`src/rtl/gf2m_pkg.sv`:
```
// Shared constants for the GF(2^M) inverter: the sect163 field and the controller state encoding.
// Pure declarations; no logic, no latency, no handshake.
package gf2m_pkg;
   localparam int              M_163    = 163;
   localparam logic [M_163:0]  POLY_163 = {1'b1, 155'b0, 8'b1100_1001};

   localparam logic [1:0] S_IDLE = 2'd0;
   localparam logic [1:0] S_RUN  = 2'd1;
   localparam logic [1:0] S_DONE = 2'd2;
endpackage

```
`src/rtl/gf2m_inverter_if.sv`:
```
// Start/done handshake bundle between an inversion requester and gf2m_inverter.
// No latency of its own; the requester holds off while busy, since extra starts are dropped.
interface gf2m_inverter_if
   import gf2m_pkg::*;
#(
   parameter int M = M_163
);
   logic         start;
   logic [M-1:0] a;
   logic         busy;
   logic         done;
   logic         err;
   logic [M-1:0] result;

   modport master (output start, a, input busy, done, err, result);
   modport slave  (input start, a, output busy, done, err, result);
endinterface

```
`src/rtl/gf2m_lod.sv`:
```
// Leading-one detector: index of the highest set bit of x (0 when x is zero).
// Purely combinational, zero latency, no backpressure.
module gf2m_lod #(
   parameter int W  = 164,
   parameter int IW = $clog2(W)
) (
   input  logic [W-1:0]  x,
   output logic [IW-1:0] idx
);
   always_comb begin
      idx = '0;
      for (int i = 0; i < W; i++) begin
         if (x[i]) idx = i[IW-1:0];
      end
   end
endmodule

```
`src/rtl/gf2m_inverter.sv`:
```
// Binary extended-Euclid inverter over GF(2^M): one step per clock, done at most 4*M+2 cycles after start.
// No backpressure: start is sampled only in IDLE, and any start seen while busy or done is dropped.
module gf2m_inverter
   import gf2m_pkg::*;
#(
   parameter int         M    = M_163,
   parameter logic [M:0] POLY = POLY_163
) (
   input  logic           clk,
   input  logic           rst,
   gf2m_inverter_if.slave io
);
   localparam int           DW    = $clog2(M + 1);
   localparam logic [M-1:0] U_ONE = {{(M-1){1'b0}}, 1'b1};
   localparam logic [M:0]   V_ONE = {{M{1'b0}}, 1'b1};

   logic [1:0]    state;
   logic [M-1:0]  u, g1, g2, result_q;
   logic [M:0]    v;
   logic          err_q;
   logic [DW-1:0] deg_u, deg_v;

   // g/x mod f: bit 0 of g^f is always 0 when g is odd, so only bits M..1 of f matter.
   function automatic logic [M-1:0] div_x(input logic [M-1:0] g);
      return g[0] ? ((g >> 1) ^ POLY[M:1]) : (g >> 1);
   endfunction

   gf2m_lod #(.W(M + 1)) u_lod_u (.x({1'b0, u}), .idx(deg_u));
   gf2m_lod #(.W(M + 1)) u_lod_v (.x(v),         .idx(deg_v));

   always_ff @(posedge clk) begin
      if (rst) begin
         state    <= S_IDLE;
         u        <= '0;
         v        <= '0;
         g1       <= '0;
         g2       <= '0;
         err_q    <= 1'b0;
         result_q <= '0;
      end else begin
         case (state)
            S_IDLE: begin
               if (io.start) begin
                  u        <= io.a;
                  v        <= POLY;
                  g1       <= U_ONE;
                  g2       <= '0;
                  result_q <= '0;
                  err_q    <= (io.a == '0);
                  state    <= (io.a == '0) ? S_DONE : S_RUN;
               end
            end
            S_RUN: begin
               if (u == U_ONE) begin
                  result_q <= g1;
                  state    <= S_DONE;
               end else if (v == V_ONE) begin
                  result_q <= g2;
                  state    <= S_DONE;
               end else if (!u[0]) begin
                  u  <= u >> 1;
                  g1 <= div_x(g1);
               end else if (!v[0]) begin
                  v  <= v >> 1;
                  g2 <= div_x(g2);
               end else if (deg_u > deg_v) begin
                  // deg(v) < deg(u) <= M-1 here, so v[M] is zero and truncation is lossless.
                  u  <= u ^ v[M-1:0];
                  g1 <= g1 ^ g2;
               end else begin
                  v  <= v ^ {1'b0, u};
                  g2 <= g2 ^ g1;
               end
            end
            S_DONE:  state <= S_IDLE;
            default: state <= S_IDLE;
         endcase
      end
   end

   assign io.busy   = (state == S_RUN);
   assign io.done   = (state == S_DONE);
   assign io.err    = err_q;
   assign io.result = result_q;
endmodule

```
`src/flat_wrapper.sv`:
```
// flat-port wrapper written by rule: the top's interface ports become plain ports
module gf2m_inverter_flat import gf2m_pkg::*;
#(
   parameter int         M    = M_163,
   parameter logic [M:0] POLY = POLY_163
)
  (clk, rst, io_start, io_a, io_busy, io_done, io_err, io_result);
  gf2m_inverter_if #(.M(M)) io_i ();
  input  logic clk;
  input  logic rst;
  input wire logic [$bits(io_i.start)-1:0] io_start;
  input wire logic [$bits(io_i.a)-1:0] io_a;
  output wire logic [$bits(io_i.busy)-1:0] io_busy;
  output wire logic [$bits(io_i.done)-1:0] io_done;
  output wire logic [$bits(io_i.err)-1:0] io_err;
  output wire logic [$bits(io_i.result)-1:0] io_result;
  assign io_i.start = io_start;
  assign io_i.a = io_a;
  assign io_busy = io_i.busy;
  assign io_done = io_i.done;
  assign io_err = io_i.err;
  assign io_result = io_i.result;
  gf2m_inverter #(.M(M), .POLY(POLY)) u_core (.clk(clk), .rst(rst), .io(io_i));
endmodule
```
`config.mk`:
```
export PLATFORM = sky130hd
export DESIGN_NAME = gf2m_inverter_flat
export DESIGN_NICKNAME = d
export VERILOG_FILES = /design/src/rtl/gf2m_pkg.sv /design/src/rtl/gf2m_inverter_if.sv /design/src/rtl/gf2m_lod.sv /design/src/rtl/gf2m_inverter.sv /design/src/flat_wrapper.sv
export SDC_FILE = /design/constraint.sdc
export NUM_CORES = 2
export LEC_CHECK = 0
export CAP_MARGIN = 40
export CORE_UTILIZATION = 45
export DETAILED_ROUTE_END_ITERATION = 8
export PLACE_DENSITY_LB_ADDON = 0.05
export SLEW_MARGIN = 20
export SYNTH_ARGS = -nofsm -noshare
export SYNTH_HDL_FRONTEND = slang
export SYNTH_SLANG_ARGS = --single-unit
```
`constraint.sdc`:
```
create_clock -name clk -period 6 [get_ports clk]
set_input_delay 0.6 -clock clk [delete_from_list [all_inputs] [get_ports clk]]
set_output_delay 0.6 -clock clk [all_outputs]
set_load 0.03 [all_outputs]
```
; ---- Word-level counts from Yosys, hierarchy flattened
; Index checks and enable logic that the tools add are counted.
[classes]
add_sub_neg = 0
multipliers = 0
muxes = 363
reduce_logical = 10
bitwise_logic = 5
magnitude_cmp = 1
shift = 0
n_div = 0
n_eq_ne = 12
[op_table]
columns = op, count
row1 = 163-bit 2-to-1 mux, 22
row2 = 8-bit 2-to-1 mux, 323
row3 = 163-bit case mux with 2 select lines, 4
row4 = 164-bit 2-to-1 mux, 6
row5 = 164-bit case mux with 2 select lines, 1
row6 = 163-bit XOR, 2
row7 = 164-bit by 1-bit == test with 1-bit output (second input constant), 1
row8 = 164-bit by 163-bit XOR with 164-bit output, 1
row9 = 163-bit by 1-bit == test with 1-bit output (second input constant), 1
row10 = 163-bit zero test, 1
row11 = 6-bit AND reduction, 2
row12 = 3-bit inequality test (second input constant), 3
row13 = 8-bit > comparator, 1
row14 = 2-bit 2-to-1 mux, 4
row15 = 3-bit NOT with 4-bit output, 2
row16 = 2-bit inequality test (second input constant), 3
row17 = 5-bit AND reduction, 1
row18 = 2-bit case mux with 2 select lines, 1
row19 = 2-bit AND reduction, 2
row20 = 4-bit AND reduction, 1
row21 = 3-bit by 1-bit inequality test with 1-bit output (second input constant), 1
row22 = 3-bit AND reduction, 1
row23 = 2-bit by 1-bit == test with 1-bit output (second input constant), 1
row24 = 2-bit == test (second input constant), 1
row25 = 4 further kinds, 5
[word_totals]
out_inout_bits = 166
ramBits = 0
ff_bits = 819
romBits = 0
wordCells = 400
input_bits = 166
n_memories = 0
latch_bits = 0

; ---- Depth between registers and ports, before layout
[depth]
ltp_word = 170
ltp_mapped = 22
mapped_depth_nobuf = 17

; ---- Modules after synthesis
; From an unflattened synthesis, not the netlist that was laid out.
[unflattened]
cells_unflattened = 6125
area_unflattened_um2 = 46951.3
[by_module_without_submodules]
columns = mod, seq_area_each_um2, cells_each, area_per_inst_um2, n_inst
row1 = gf2m_inverter, 16395.7, 5355, 42829.8, 1
row2 = gf2m_lod, 0.0, 385, 2060.7, 2

; ---- Least setup slack after synthesis
; Ideal clock, no wire load.
[synth_timing]
kind = reg2reg
startpoint = register u_core.u[20]
endpoint = register u_core.v[125]
setup_slack_ps = 1756
arrival_time_ps = 4186
setup_ps = 58
path_stages_with_launch = 22
period_less_slack_ps = 4244
path_buffers = 4
t_required_ps = 5942
cell_sequence = dfxtp_1 > clkbuf_1 > or4_1 > a211oi_1 > o211ai_1 > nand3_1 > a31oi_1 > o21ai_0 > a31oi_1 > a31oi_1 > ha_1 > and3_1 > o21a_1 > o31a_1 > o21a_1 > nor3_1 > clkbuf_1 > clkbuf_1 > buf_1 > a32oi_1 > nor3_1 > a31o_2
[synth_between]
elab_chain_cells = 146
word_cells_on_any_way = 148
cone_classes = order compare (1) / eq/ne (3) / mux (143) / reduce/logical (1)
[synth_rtl]
columns = item, line
row1 = "start, declared", gf2m_inverter.sv:18  ; logic [M-1:0] u, g1, g2, result_q;
row2 = "start signal, assigned", gf2m_inverter.sv:44  ; u <= io.a;
row3 = "start signal, assigned", gf2m_inverter.sv:61  ; u <= u >> 1;
row4 = "start signal, assigned", gf2m_inverter.sv:68  ; u <= u ^ v[M-1:0];
row5 = 8-bit 2-to-1 mux (143 in a row), gf2m_lod.sv:13  ; if (x[i]) idx = i[IW-1:0];
row6 = 8-bit > comparator, gf2m_inverter.sv:66  ; end else if (deg_u > deg_v) begin
row7 = 3-bit inequality test (no source line), -
row8 = 6-bit AND reduction (no source line) (*), -
row9 = "end signal, assigned", gf2m_inverter.sv:64  ; v <= v >> 1;
row10 = "end signal, assigned", gf2m_inverter.sv:71  ; v <= v ^ {1'b0, u};
row11 = "end, declared", gf2m_inverter.sv:19  ; logic [M:0] v;
; Every way passes the cells marked *; elsewhere a longest branch is shown, timed or not.
; A chain may end at the register's enable or synchronous reset.

; ---- Worst setup path in the final report
[layout_timing]
startpoint = register u_core.v[2]
endpoint = register u_core.g2[23]
[layout_between]
elab_chain_cells = 165
word_cells_on_any_way = 167
cone_classes = order compare (1) / eq/ne (3) / mux (162) / reduce/logical (1)
[layout_rtl]
columns = item, line
row1 = 8-bit 2-to-1 mux (162 in a row), gf2m_lod.sv:13
row2 = 8-bit > comparator, gf2m_inverter.sv:66
row3 = 3-bit inequality test (no source line), -
row4 = 6-bit AND reduction (no source line) (*), -
row5 = "end signal, assigned", gf2m_inverter.sv:65  ; g2 <= div_x(g2);
row6 = "end signal, assigned", gf2m_inverter.sv:72  ; g2 <= g2 ^ g1;
row7 = "end, declared", gf2m_inverter.sv:18
; Marks and branches as above.

==> impl_metrics.py <==
metrics = {
    "worst_setup_path": {
        "r2r_start": "u_core.v[2]",
        "critPathMaxFanout": 39,
        "critPathLaunch": "u_core.v[2]",
        "critPathRequiredTime_ns": 6.63,
        "cp-endpoint": "u_core.g2[23]",
        "cp.depth": 19,
        "end_kind": "register",
        "arrival_ns": 6.39,
        "r2r_cells": 19,
        "rr_endpoint": "u_core.g2[23]",
        "critPathMaxStageDelay_ns": 0.50,
        "crit_type": "reg -> reg",
        "cp_top_family": "compound AO/OA/AOI/OAI gates",
        "crit_chain": "nor2_1 > o31ai_1 > a311oi_1 > o311ai_0 > a21oi_1 > o21ai_0 > o21ai_0 > o31a_1 > ha_1 > nor2b_1 > o21a_1 > o31a_1 > o211ai_1 > a31oi_1 > or2_4 > nor3_4 > buf_12 > buf_4 > a32o_1",
        "rrSetupSlack_ns": 0.24,
        "cp_num_buf_inv": 2,
        "start_kind": "register",
        "slowest_stage": "o21ai_0",
    },
    "synthesis": {
        "synth_compound_area_frac": 0.3551,
        "ys_seq_area_frac": 0.3356,
        "synth_top_area_frac": 0.3356,
        "synth_simple_gate_area_frac": 0.2084,
        "synth-xor-area-share": 0.001614,
        "synth_area_sq_mm": 0.04885,
        "synth_area_leader_cell": "dfxtp_1",
        "synth_edf_count": 0,
        "yosys.area_share.adder": 0.002305,
        "avgSynthCellArea_sq_um": 7.228,
        "yosys-top-cells-count": "a21oi_1 (910), nand2_1 (847), dfxtp_1 (819), o21ai_0 (706), clkbuf_1 (591)",
        "ys_warn_count": 0,
        "synth_area_leaders": "dfxtp_1 (34%), a21oi_1 (9.3%), o21ai_0 (7.2%)",
        "ys_ff_latch": 819,
        "synth_top_flop_cell": "dfxtp_1",
        "yosysUniqueCellTypes": 72,
        "synth_top_family_by_area": "compound AO/OA/AOI/OAI gates",
        "async_flop_share": 0,
        "muxShareOfSynthArea": 0.01475,
        "yosysMostFrequentCell": "a21oi_1",
        "synth_cells": 6758,
        "syn_nets": 6933,
    },
    "layout": {
        "utilization": 0.5234,
        "drive_above_1_share": 0.07978,
        "layout.nets": 6803,
        "synthToLayoutAreaGrowth_pct": 15.02,
    },
    "die": {
        "dieWidth_um": 331.5,
        "rows": 120,
        "die_h_um": 331.5,
        "die-area_sq_mm": 0.1099,
        "start_util": 0.4550,
        "io_pins": 332,
        "core-area_sq_mm": 0.1074,
    },
    "grt": {
        "grt_pass1_wl_um": 286900,
        "grt_pass1_vias": 48550,
        "track_usage": 0.3175,
        "antenna_found_initial": 3,
        "grt_start_max_net_pins": 186,
        "grt_overflow": 0,
    },
    "drt": {
        "vias": 52720,
        "drc": 0,
        "ant_nets": 0,
        "drtIter0Drc": 5768,
        "vias_per_cell": 6.500,
        "totalWireLength_um": 183300,
        "first_pass_iters": 6,
        "wire_per_inst_um": 22.60,
    },
    "placement": {
        "gp_routability_congestion": 0.9404,
        "io_buffer_count": 331,
        "dp_hpwl_um": 110600,
    },
    "timing": {
        "hold_viol_final": 0,
        "tns_ns": 0,
        "rsz0062_at_grt": "false",
        "period_needed_ns": 5.759,
        "post-route-period-util": 0.9598,
        "slew_headroom": 0.3055,
        "skew_ns": 0.02136,
        "max_freq_ghz": 0.1736,
        "setup_viol": 0,
        "drv_slew": 0,
        "tightest_slew_ns": 1.042,
    },
    "worst_hold_path": {
        "hp-class": "in -> reg",
    },
    "clocking": {
        "htree_levels": 3,
        "clock_latency_ns": 0.70,
        "cts_buffers": 96,
        "cts.path.max_buffers": 3,
        "postCtsSetupRepairBufs": 0,
        "ctsHoldBuffers": 0,
        "path_clk_slew_ns": 0.06,
        "cts-root-buf": "clkbuf_16",
        "cts_resized": 0,
        "cts_tree": "done",
        "cts_sinks": 819,
    },
    "pwr": {
        "cellPowerDensity_mw_per_mm2": 279.4,
        "irDropWorstVdd_uv": 203.2,
        "p_leak_nw": 17.96,
    },
    "flow_run": {
        "max_cap_viol_count": 0,
    },
    "run_status": {
        "status": "finished, final reports clean",
    },
}
[state kept, by name, summed over array words and instances, names as in the netlist]
name / count
u_core.io.result: 163
u_core.v: 164
u_core.io.err: 1
u_core.g2: 163
u_core.u: 163
u_core.g1: 163
u_core.state: 2
[worst min path at each step]
| stage | from | endpoint | slack (ns) | cells past startpoint |
|---|---|---|---|---|
| global route | rst | u_core.io.result[40] | 0.37 | 2 |
| finish | rst | u_core.u[37] | 0.36 | 2 |
| CTS | rst | u_core.u[40] | 0.33 | 2 |
| floorplan | u_core.g2[2] | u_core.g2[2] | 0.47 | 2 |
| detailed placement | u_core.io.result[80] | u_core.io.result[80] | 0.48 | 2 |
| global placement | u_core.io.result[101] | u_core.io.result[101] | 0.47 | 2 |
[per-stage QoR]
stage / setup WS, ns / std cells / instance area [sq um] / total power, mW / hold slack, ns
global placement: 0.3639 / 7913 / 52520 / 9.516 / 0.4683
finish: 0.2412 / 8110 / 56180 / 15.70 / 0.3564
CTS: 0.3583 / 8103 / 56070 / 15.70 / 0.3313
detailed placement: 0.3925 / 7927 / 52810 / 9.579 / 0.4774
floorplan: 1.756 / 6758 / 48850 / 8.236 / 0.4718
global route: 0.02339 / 8109 / 56180 / 16.30 / 0.3669
[cells by family (layout without fill, tap and decap cells)]
logic type,Yosys count,count (layout)
DFF,819,819
AOI/OAI and AO/OA,2732,2732
and+or+nand+nor,2139,2139
adders and majority gates,9,9
buffers and inverters,986,934
xor gates and xnor gates,9,9
other,0,1
muxes,64,64
[per-layer routing]
metal | track usage | vias to the layer above | wire length [um]
met5 | 0 | - | 10
met4 | 0.1215 | 2 | 6680
met1 | 0.4367 | 25540 | 80720
met3 | 0.05618 | 321 | 14660
met2 | 0.4927 | 2238 | 81180
li1 | - | 24620 | -
[layout by cell type, fill, tap and decap left out, drive strengths merged, types with 40 or more instances in the layout]
cell,netlist,final
a32oi,159,159
o22ai,98,98
buf,78,125
nor4,161,161
a31o,150,150
nor2,532,532
nor3b,129,129
a32o,161,161
a22oi,65,65
nand4,40,40
clkdlybuf4s50,0,330
nand2,847,847
inv,298,303
nor3,224,224
nor4b,70,70
mux2,64,64
a21oi,910,910
nor2b,69,69
a211oi,80,80
o31ai,274,274
o21ai,707,707
dfxtp,819,819
clkbuf,608,138
[power by group]
group / switching (mW) / total [mW] / internal [mW] / leakage (nW)
Clock: 2.58 / 6.13 / 3.56 / 1.61
Combinational: 2.54 / 3.62 / 1.08 / 9.73
Sequential: 0.359 / 5.95 / 5.59 / 6.62
Total: 5.47 / 15.7 / 10.2 / 18.0
[final cells by class]
class / count / area [sq um]
diodes: 1 / 2.502
well taps: 1403 / 1755
flip-flops and latches: 819 / 16400
clock buffers: 136 / 2753
clock inverters: 40 / 505.5
multi-input cells: 4953 / 28600
repair buffers: 458 / 5024
fillers: 10580 / 51170
inverters: 300 / 1145
(Power assumes the default switching activity.)
